<file path="src/rtl/tt_sweep_pkg.sv">
// Shared types and helpers for the truth-table sweep stage.
// Row bit order: row 000 maps to word bit 7, row 111 to bit 0.
package tt_sweep_pkg;

   typedef enum logic [1:0] {
      IDLE,
      SETTLE,
      SAMPLE,
      DONE
   } state_e;

   localparam int N_IN = 3;
   localparam int TT_W = 8;

   function automatic logic [N_IN-1:0] row_bit(
      input logic [N_IN-1:0] idx
   );
      return 3'd7 - idx;
   endfunction

endpackage

</file>
<file path="src/rtl/tt_settle_timer.sv">
// Loadable settle counter with clear and terminal-count flag.
// Reused by the characterisation stages to time input settling.
module tt_settle_timer #(
   parameter int unsigned CNT_W = 16
) (
   input  logic             clk,
   input  logic             rst,
   input  logic             clr,
   input  logic             load,
   input  logic [CNT_W-1:0] load_val,
   input  logic             en,
   input  logic [CNT_W-1:0] term,
   output logic             tc
);

   logic [CNT_W-1:0] cnt;

   // counter: clear wins over load, load wins over count
   always_ff @(posedge clk) begin
      if (rst || clr) begin
         cnt <= '0;
      end else if (load) begin
         cnt <= load_val;
      end else if (en) begin
         cnt <= cnt + 1'b1;
      end
   end

   assign tc = (cnt == term);

endmodule

</file>
<file path="src/rtl/tt_sweep_sampler.sv">
// Sweeps a 3-input logic block through all rows and checks its word.
// Define TT_SWEEP_MAJORITY_EN for 3-cycle 2-of-3 majority sampling.
module tt_sweep_sampler
   import tt_sweep_pkg::*;
#(
   parameter int unsigned      SETTLE_CYCLES = 16,
   parameter int unsigned      CNT_W         = 16,
   parameter logic [TT_W-1:0]  EXPECTED      = 8'hD2
) (
   input  logic            clk,
   input  logic            rst,
   input  logic            start,
   input  logic            dut_out,
   output logic            in1,
   output logic            in2,
   output logic            in3,
   output logic            busy,
   output logic            done,
   output logic [TT_W-1:0] tt_word,
   output logic            pass
);

   if (SETTLE_CYCLES == 0 || (SETTLE_CYCLES >> CNT_W) != 0)
   begin : g_bad_settle
      $error("SETTLE_CYCLES must be 1..2^CNT_W-1");
   end

   localparam logic [CNT_W-1:0] TERM = CNT_W'(SETTLE_CYCLES - 1);

   state_e          state;
   logic [N_IN-1:0] idx;
   logic [N_IN-1:0] ins;
   logic            tc;
   logic            tmr_clr;
   logic            tmr_en;
   logic            samp_bit;
   logic            samp_last;
   logic [TT_W-1:0] word_nxt;

`ifdef TT_SWEEP_MAJORITY_EN
   logic [1:0] sidx;
   logic [1:0] smp;
`endif

   // sample value and the word it produces for the current row
   always_comb begin
`ifdef TT_SWEEP_MAJORITY_EN
      samp_last = (sidx == 2'd2);
      samp_bit  = (smp[0] & smp[1])
                | (smp[0] & dut_out)
                | (smp[1] & dut_out);
`else
      samp_last = 1'b1;
      samp_bit  = dut_out;
`endif
      word_nxt = tt_word;
      word_nxt[row_bit(idx)] = samp_bit;
   end

   assign tmr_clr = (state == IDLE)
                  || ((state == SAMPLE) && samp_last);
   assign tmr_en  = (state == SETTLE) && !tc;

   tt_settle_timer #(
      .CNT_W(CNT_W)
   ) u_timer (
      .clk      (clk),
      .rst      (rst),
      .clr      (tmr_clr),
      .load     (1'b0),
      .load_val ('0),
      .en       (tmr_en),
      .term     (TERM),
      .tc       (tc)
   );

   // sweep sequencer with registered row drive and results
   always_ff @(posedge clk) begin
      if (rst) begin
         state   <= IDLE;
         idx     <= '0;
         ins     <= '0;
         busy    <= 1'b0;
         done    <= 1'b0;
         tt_word <= '0;
         pass    <= 1'b0;
`ifdef TT_SWEEP_MAJORITY_EN
         sidx    <= 2'd0;
         smp     <= 2'b00;
`endif
      end else begin
         done <= 1'b0;
         unique case (state)
            IDLE: begin
               ins <= '0;
               if (start) begin
                  idx     <= '0;
                  tt_word <= '0;
                  pass    <= 1'b0;
                  busy    <= 1'b1;
                  state   <= SETTLE;
               end
            end
            SETTLE: begin
               if (tc) begin
                  state <= SAMPLE;
               end
            end
            SAMPLE: begin
`ifdef TT_SWEEP_MAJORITY_EN
               if (!samp_last) begin
                  smp[sidx[0]] <= dut_out;
                  sidx         <= sidx + 2'd1;
               end else begin
                  sidx <= 2'd0;
               end
`endif
               if (samp_last) begin
                  tt_word <= word_nxt;
                  if (idx == 3'd7) begin
                     pass  <= (word_nxt == EXPECTED);
                     done  <= 1'b1;
                     state <= DONE;
                  end else begin
                     idx   <= idx + 3'd1;
                     ins   <= idx + 3'd1;
                     state <= SETTLE;
                  end
               end
            end
            DONE: begin
               busy  <= 1'b0;
               ins   <= '0;
               state <= IDLE;
            end
         endcase
      end
   end

   assign {in1, in2, in3} = ins;

endmodule

</file>
<file path="config.mk">
export PLATFORM = sky130hd
export DESIGN_NAME = tt_sweep_sampler
export DESIGN_NICKNAME = d
export VERILOG_FILES = /design/src/rtl/tt_sweep_pkg.sv /design/src/rtl/tt_settle_timer.sv /design/src/rtl/tt_sweep_sampler.sv
export SDC_FILE = /design/constraint.sdc
export NUM_CORES = 1
export LEC_CHECK = 0
export ABC_AREA = 1
export ABC_CLOCK_PERIOD_IN_PS = 1600
export CAP_MARGIN = 40
export CORE_UTILIZATION = 46
export CTS_CLUSTER_DIAMETER = 200
export DETAILED_ROUTE_END_ITERATION = 12
export GPL_ROUTABILITY_DRIVEN = 0
export PLACE_DENSITY = 0.69
export RECOVER_POWER = 50
export SLEW_MARGIN = 20
export SYNTH_ARGS = -nofsm -noshare
export SYNTH_HDL_FRONTEND = slang
export SYNTH_SLANG_ARGS = --single-unit
</file>
<file path="constraint.sdc">
create_clock -name clk -period 1.6 [get_ports clk]
set_clock_uncertainty 0.1 [all_clocks]
set_input_delay 0.48 -clock clk [delete_from_list [all_inputs] [get_ports clk]]
set_output_delay 0.48 -clock clk [all_outputs]
set_load 0.02 [all_outputs]
</file>
==> results.txt, run 1 <==
fin area: 2650 um^2
sequential area share after synthesis: 34.8%
total core area: 4120 um^2
grt ovf: 0
crit path DAT: 980 ps
dpl cells: 402
# Max-Cap Violations: 0
fraction of layout cells with a size suffix above 1: 19.3%
RR Endpoint: u_timer.cnt[6]
top cell family by delay on the critical path: flip-flops
CP Class: register to output port
Ys Warns: 0
root buf cell: clkbuf_8
TritonCTS clock tree: built
total CTS buffers: 5
DRT Pass-1 Iters: 4
Reg clk slew, reported paths: 70 ps
num ports: 18
post-layout minimum cycle time: 1560 ps
Worst IR Drop VDD: 0.798 mV
Site Rows: 23
part of the cycle the worst path needs: 97.7%
pin count of the biggest net entering global routing: 20
Static Leak: 1.12 nW
initial drt markers: 109
multi-input logic area: 1170 um^2
Clock Latency Late Sink: 300 ps
die width: 68.2 um
Distinct cells, synth: 23
final non-filler cell total: 413
clk sink count: 35
CP max stage delay: 350 ps
DR vias/cell: 5.01
cell area after synthesis: 2010 um^2
register area: 704 um^2
most common cell after layout, fill and taps aside: nand2_1
status: finished, final reports clean
Post-route DRC: 0
Fin Setup TNS: 0 ps
die area: 4650 um^2
Crit Path Max Fanout: 3
FILL cells: 398
largest area contributor in the netlist: dfxtp_1
Slew Viols, Final: 0
post-DR wirelength/cell: 11.6 um
Syn Nets: 323
WL final: 4.77 mm
Global Route Usage Sum: 22.8%
Worst Setup SP: tt_word[7]
CP Buf/Inv Count: 1
synthesis-to-layout area growth: 31.5%
hold_buf cts: 0
Starting Density: 49.0%
origin of the critical flop-to-flop path: u_timer.cnt[0]
critical path's slowest cell: dfxtp_1
via count: 2,071
worst reg-to-reg path cell count: 11
Req. time, crit path: 1020 ps
Synth Instances: 311
vias in the first global route: 1,934
Worst setup SP type: register
die height: 68.2 um
R2R Setup Slk: 60 ps
Tightest Pin Transition: 326 ps
final setup vio count: 0
worst setup path end: tt_word[7]
syn_area_per_cell: 6.48 um^2
nets: 374
Fmax achieved: 0.640 GHz
initial antenna violation count: 0
port buffer count: 17
Fin. Hold Viols: 0
commonest non-fill, non-tap cells in the layout: nand2_1, inv_1, dfxtp_1, buf_4, a21oi_1
CP cell instances: dlygate4sd2_1
Clock Path Buffers: 2
CP Capture Type: output port
PwrDens: 1130 nW/um^2
Critical Path Stages: 1
H-tree depth: 2
Relative slew margins: 78.2%
Placed Area: 2450 um^2
first-pass GRT wire length: 7.76 mm
Antenna Nets Post-Route: 0
Area contributors post-synth: dfxtp_1, nand2_1, a21oi_1
Worst Hold Class: register to register
RSZ-0062 raised after global routing: yes
diodes inserted: 0
dpl hpwl: 3.40 mm
Yosys reg bits: 35
share of the synthesized area in the top cell type: 34.8%
==> per-layer routing <==
layer	share of wire [%]	up-vias	GRT usage (%)	wire [um]
met2	50	32	40.8	2410
met1	45	934	24.4	2150
met3	3.2	9	6.67	152
li1	-	1096	-	-
met5	0	-	0	0
met4	1.2	0	10.2	59
==> flip-flops by register name, indices dropped and copies added (netlist names) <==
signal	count
busy	1
done	1
idx	3
ins	3
pass	1
state	2
tt_word	8
u_timer.cnt	16
==> cell usage after synthesis (all sizes together) <==
cell type and count:
dfxtp 35, clkbuf 4, nand4 10, o21ai 8, nand3 28, xnor2 1
a21oi 35, buf 5, ha 8, xor2 4, clkinv 1, nor3 5
nor2 33, inv 37, nand2 97
==> kinds of logic (layout without fill, tap and decap cells) <==
logic type	count (synthesis)	after routing	synth area share, %
AOI/OAI and AO/OA	43	43	11.1
xor gates and xnor gates	5	5	2.17
adders and majority gates	8	8	4.97
buffers and inverters	47	99	10.1
DFF	35	35	34.8
and+or+nand+nor	173	173	37.0
==> power breakdown <==
group	switching (mW)	internal (mW)	total [mW]	leakage (nW)
registers	0.0462	0.942	0.988	0.284
logic	0.756	0.606	1.36	0.791
clock network	0.329	0.305	0.634	0.0422
==> per-stage QoR <==
step	hold slack (ps)	util (%)	power (mW)	setup slack [ps]
after floorplan	360	-	1.73	1.76
after global placement	353	59.5	2.13	-227
after detailed placement	358	59.5	2.14	-271
after CTS	366	61.4	2.79	-15.2
after global routing	403	64.4	3.18	-61.7
final	362	64.4	2.99	37.0
==> cell type report <==
| type | instances | share of cell area, % |
|---|---|---|
| repair buffers | 53 | 18.2 |
| flip-flops and latches | 35 | 26.6 |
| clock inverters | 1 | 0.189 |
| inverters | 38 | 5.76 |
| multi-input cells | 229 | 44.0 |
| clock buffers | 7 | 2.88 |
| well taps | 50 | 2.36 |
==> worst min path at each step <==
| stage | from | to | slack, ps | cells after the start |
|---|---|---|---|---|
| 6_report | ins[0] | ins[0] | 360 | 2 |
| 3_5_place_dp | ins[0] | ins[0] | 360 | 2 |
| 4_1_cts | ins[0] | ins[0] | 370 | 2 |
| 3_3_place_gp | ins[0] | ins[0] | 350 | 2 |
| 5_1_grt | tt_word[5] | tt_word[5] | 400 | 2 |
| 2_1_floorplan | u_timer.cnt[9] | u_timer.cnt[9] | 360 | 2 |
==> what timing repair did <==
action / CTS / global route
pin swaps: 0 / 2
hold endpoints to repair: 0 / 0
buffers inserted: 0 / 2
gates cloned: 0 / 1
resized for setup: 21 / 27
endpoints found under the setup margin: 31 / 38
Power figures use the tool's default switching activity.
==> inputs of run 2 (changes only) <==
- CELL_PAD_IN_SITES_DETAIL_PLACEMENT: not set -> 0
- CELL_PAD_IN_SITES_GLOBAL_PLACEMENT: not set -> 1
- CORE_UTILIZATION: 46 -> 36
- PLACE_DENSITY: 0.69 -> not set
- PLACE_DENSITY_LB_ADDON: not set -> 0.1
- REMOVE_ABC_BUFFERS: not set -> 1
==> run 2 against run 1 <==
Wire length shrank 0.88%. Flip-flop and latch count is the same. Final area grew 0.24%. Clock power grew 32%. Via count shrank 3.2%. Core utilization shrank 14 points. Critical path depth grew 10. Critical endpoint is now u_timer.cnt[1].
==> results.txt, run 2 (same netlist as run 1, synthesis figures left out) <==
status: finished, final reports clean
die area: 5900 um^2
Global Route Usage Sum: 17.4%
Worst Hold Class: register to register
crit path DAT: 1650 ps
num ports: 18
DR WL met2: 2.37 mm
commonest non-fill, non-tap cells in the layout: nand2_1, dfxtp_1, inv_1, buf_4, a21oi_1
Worst IR Drop VDD: 0.594 mV
Reg clk slew, reported paths: 80 ps
Fmax achieved: 0.634 GHz
Req. time, crit path: 1670 ps
fin util: 50.7%
Top Metal Used: met4
initial drt markers: 85
die height: 76.8 um
PwrDens: 1170 nW/um^2
Clock Latency Late Sink: 290 ps
initial antenna violation count: 0
Fin. Hold Viols: 0
RSZ-0062 raised after global routing: yes
total CTS buffers: 5
WL final: 4.73 mm
pin count of the biggest net entering global routing: 13
first-pass GRT wire length: 8.24 mm
Worst setup SP type: register
die width: 76.8 um
number of flip-flops in the largest register: 16
dpl hpwl: 3.58 mm
Placed Area: 2460 um^2
power after layout: 3.10 mW
nets: 372
CP Capture Type: register
post-DR wirelength/cell: 11.0 um
final setup vio count: 0
CP Class: register to register
post-layout minimum cycle time: 1580 ps
root buf cell: clkbuf_8
Relative slew margins: 82.7%
WL met3: 105 um
Antenna Nets Post-Route: 0
most common cell after layout, fill and taps aside: nand2_1
total core area: 5240 um^2
M1 WL: 2.19 mm
part of the cycle the worst path needs: 98.5%
# Max-Cap Violations: 0
hold_buf cts: 0
via count: 2,005
Static Leak: 1.11 nW
largest registers: u_timer.cnt: 16 flops, tt_word: 8 flops
Post-route DRC: 0
Crit Path Max Fanout: 11
vias in the first global route: 1,907
largest register by flop count: u_timer.cnt
Tightest Pin Transition: 258 ps
grt ovf: 0
TritonCTS clock tree: built
Site Rows: 26
fin area: 2660 um^2
Starting Density: 38.5%
port buffer count: 17
synthesis-to-layout area growth: 31.8%
clk sink count: 35
H-tree depth: 2
Clock Path Buffers: 2
DRT Pass-1 Iters: 4
Slew Viols, Final: 0
diodes inserted: 0
DR vias/cell: 4.65
fraction of layout cells with a size suffix above 1: 19.1%
## run 2: cell types whose count changed in the layout (fill, tap and decap cells not counted), sizes merged
cell,previous run,this run
clkdlybuf4s15,7,5
dlygate4sd2,6,7
bufinv,0,1
clkinvlp,2,1
buf,35,33
clkinv,1,2
## run 2: worst max-delay path, cell delays in order, from the launching register on
cell,delay [ps]
dfxtp_2,350
ha_4,150
nand2_4,70
nor2_8,90
inv_2,40
nor2_2,100
nand2_2,80
nand2_4,90
clkinvlp_4,120
buf_12,150
nor2_1,80
nor2_1,50
## run 2: report_power, final
part	total, mW	switching (mW)	leakage (nW)	internal [mW]
sequential	0.989	0.0474	0.284	0.942
clock	0.840	0.335	0.0612	0.505
combinational	1.27	0.724	0.761	0.546
total	3.10	1.11	1.11	1.99
## run 2: per-layer routing
layer | up-vias | global-route usage (%)
met4 | 0 | 6.35
met1 | 887 | 19.7
met5 | - | 0
met3 | 7 | 3.57
met2 | 16 | 32.0
li1 | 1095 | -
## run 2: cell type report
class | instances | area [um^2]
inverters | 38 | 146
clock inverters | 2 | 35.0
repair buffers | 51 | 429
fillers | 550 | 2580
well taps | 70 | 87.6
multi-input cells | 229 | 1170
flip-flops and latches | 35 | 704
clock buffers | 6 | 82.6
## run 2: metrics by stage
step | hold WS (ps) | TNS [ps] | instances | setup WS, ps
floorplan | 360 | -1960 | 302 | -172
global placement | 357 | -3690 | 421 | -261
detailed placement | 362 | -3790 | 421 | -292
CTS | 373 | 0 | 431 | 0.732
global route | 397 | -673 | 431 | -65.1
finish | 367 | 0 | 431 | 23.5
## run 2: worst paths after layout
path | cells past startpoint | startpoint | end | slack [ps]
setup / recovery | 11 | u_timer.cnt[1] | u_timer.cnt[1] | 20
hold / removal | 2 | ins[2] | ins[2] | 370
setup reg to reg | 11 | u_timer.cnt[1] | u_timer.cnt[1] | 20
hold reg to reg | 2 | ins[2] | ins[2] | 370
## run 2: timing repair
action,4_1_cts,5_1_grt
buffers inserted,2,0
endpoints found under the setup margin,30,31
pin swaps,1,0
gates resized for setup,24,21
==> inputs of run 3 (changes only) <==
- CORE_MARGIN: not set -> 3
==> run 3 against run 2 <==
Count of clock-buffer cells in the layout grew 1. Clock power decreased by 25%. Via count grew 3.2%. Non-clock buffer count increased by 1. Register-to-register slack better by 40 ps. Combinational power hardly changed. Global-route usage shrank 1.2 points. Sequential share of layout area up 0.19 points. Critical path type is now register to output port. Critical path depth shrank 10.
==> results.txt, run 3 (same netlist as run 1, synthesis figures left out) <==
initial antenna violation count: 0
die area: 6530 um^2
PwrDens: 1100 nW/um^2
Worst IR Drop VDD: 0.609 mV
hold_buf cts: 0
largest registers: u_timer.cnt: 16 flops, tt_word: 8 flops
Fmax achieved: 0.643 GHz
Req. time, crit path: 1020 ps
dpl cells: 421
fin util: 50.1%
top cell family by delay on the critical path: flip-flops
crit path DAT: 980 ps
R2R Setup Slk: 60 ps
# Max-Cap Violations: 0
Starting Density: 38.2%
Site Rows: 26
CP max stage delay: 350 ps
fin area: 2640 um^2
Global Route Usage Sum: 16.2%
post-DR wirelength/cell: 11.5 um
CP cell instances: dlygate4sd2_1
Tightest Pin Transition: 263 ps
worst reg-to-reg path cell count: 11
H-tree depth: 2
num ports: 18
root buf cell: clkbuf_8
pin count of the biggest net entering global routing: 13
origin of the critical flop-to-flop path: u_timer.cnt[0]
commonest non-fill, non-tap cells in the layout: nand2_1, inv_1, a21oi_1, buf_4, dfxtp_1
switch share: 39.0%
die height: 80.8 um
first-pass GRT wire length: 8.36 mm
die width: 80.8 um
nets: 373
total core area: 5270 um^2
Crit Path Max Fanout: 3
TritonCTS clock tree: built
Hold EP: ins[1]
Hold Path Depth: 2
vias in the first global route: 1,919
initial drt markers: 66
Reg clk slew, reported paths: 70 ps
Hold Slack: 360 ps
fraction of layout cells with a size suffix above 1: 21.0%
hold_sp: ins[1]
dpl hpwl: 3.64 mm
status: finished, final reports clean
NetSw: 1.13 mW
most common cell after layout, fill and taps aside: nand2_1
final setup vio count: 0
WL final: 4.97 mm
DR vias/cell: 4.79
Clock Latency Late Sink: 290 ps
Worst Hold Class: register to register
Relative slew margins: 82.4%
power after layout: 2.90 mW
Sequential Power Share: 34.4%
post-layout minimum cycle time: 1560 ps
Fin. Hold Viols: 0
Clock Path Buffers: 2
clk sink count: 35
power share of the combinational group: 43.8%
CP Capture Type: output port
Antenna Nets Post-Route: 0
Post-route DRC: 0
part of the cycle the worst path needs: 97.2%
largest register by flop count: u_timer.cnt
RR Endpoint: u_timer.cnt[15]
clock group share of total power: 21.9%
Static Leak: 1.11 nW
total CTS buffers: 5
number of flip-flops in the largest register: 16
RSZ-0062 raised after global routing: yes
diodes inserted: 0
via count: 2,069
critical path's slowest cell: dfxtp_1
CP Class: register to output port
Worst setup SP type: register
Placed Area: 2450 um^2
grt ovf: 0
CP Buf/Inv Count: 1
port buffer count: 17
DRT Pass-1 Iters: 4
Slew Viols, Final: 0
P_int: 1.77 mW
final non-filler cell total: 432
synthesis-to-layout area growth: 31.1%
run 3: repair_timing:
action                     in CTS  in global routing
buffers inserted                2                  1
pin swaps                       1                  4
setup endpoints to repair      30                 32
resized for setup              24                 30
run 3: how the worst max path moves through the flow:
stage | startpoint | to | slack, ps | cells after the start
6_report | tt_word[0] | tt_word[0] | 40 | 1
3_3_place_gp | start | pass | -260 | 9
5_1_grt | state[0] | pass | -50 | 10
2_1_floorplan | u_timer.cnt[0] | u_timer.cnt[8] | -170 | 10
4_1_cts | tt_word[6] | tt_word[6] | 10 | 1
3_5_place_dp | start | pass | -300 | 9
run 3: cell type report:
| class | count | area (um^2) |
|---|---|---|
| well taps | 70 | 87.6 |
| flip-flops and latches | 35 | 706 |
| inverters | 38 | 150 |
| clock inverters | 1 | 5.00 |
| multi-input cells | 229 | 1180 |
| clock buffers | 7 | 76.3 |
| fillers | 576 | 2630 |
| repair buffers | 52 | 435 |
run 3: stage by stage:
stage / setup TNS, ps / worst slack, ps
after floorplan: -1960 / -172
after global placement: -4560 / -261
after detailed placement: -4870 / -297
after CTS: 0 / 12.8
after global routing: -115 / -45.5
final: 0 / 44.0
run 3: power groups by stage:
stage	Combinational (mW)	Clock [mW]	Sequential, mW
floorplan	0.557	0	1.06
global placement	1.10	0	1.00
detailed placement	1.10	0	1.00
CTS	1.16	0.661	0.987
global route	1.41	0.697	1.01
finish	1.27	0.633	0.995
run 3: per-layer routing:
| layer | part of all wire, % | up-vias | GRT usage, % | wire length, um |
|---|---|---|---|---|
| li1 | - | 1103 | - | - |
| met1 | 47 | 931 | 19.1 | 2330 |
| met2 | 50 | 26 | 29.3 | 2460 |
| met3 | 2.2 | 9 | 3.33 | 111 |
| met4 | 1.3 | 0 | 5.07 | 67 |
| met5 | 0 | - | 0 | 0 |
run 3: tightest hold or removal path, cell delays in order (launching register included):
cell	delay (ps)
dfxtp_1	310
nand2_1	60
a21oi_1	60
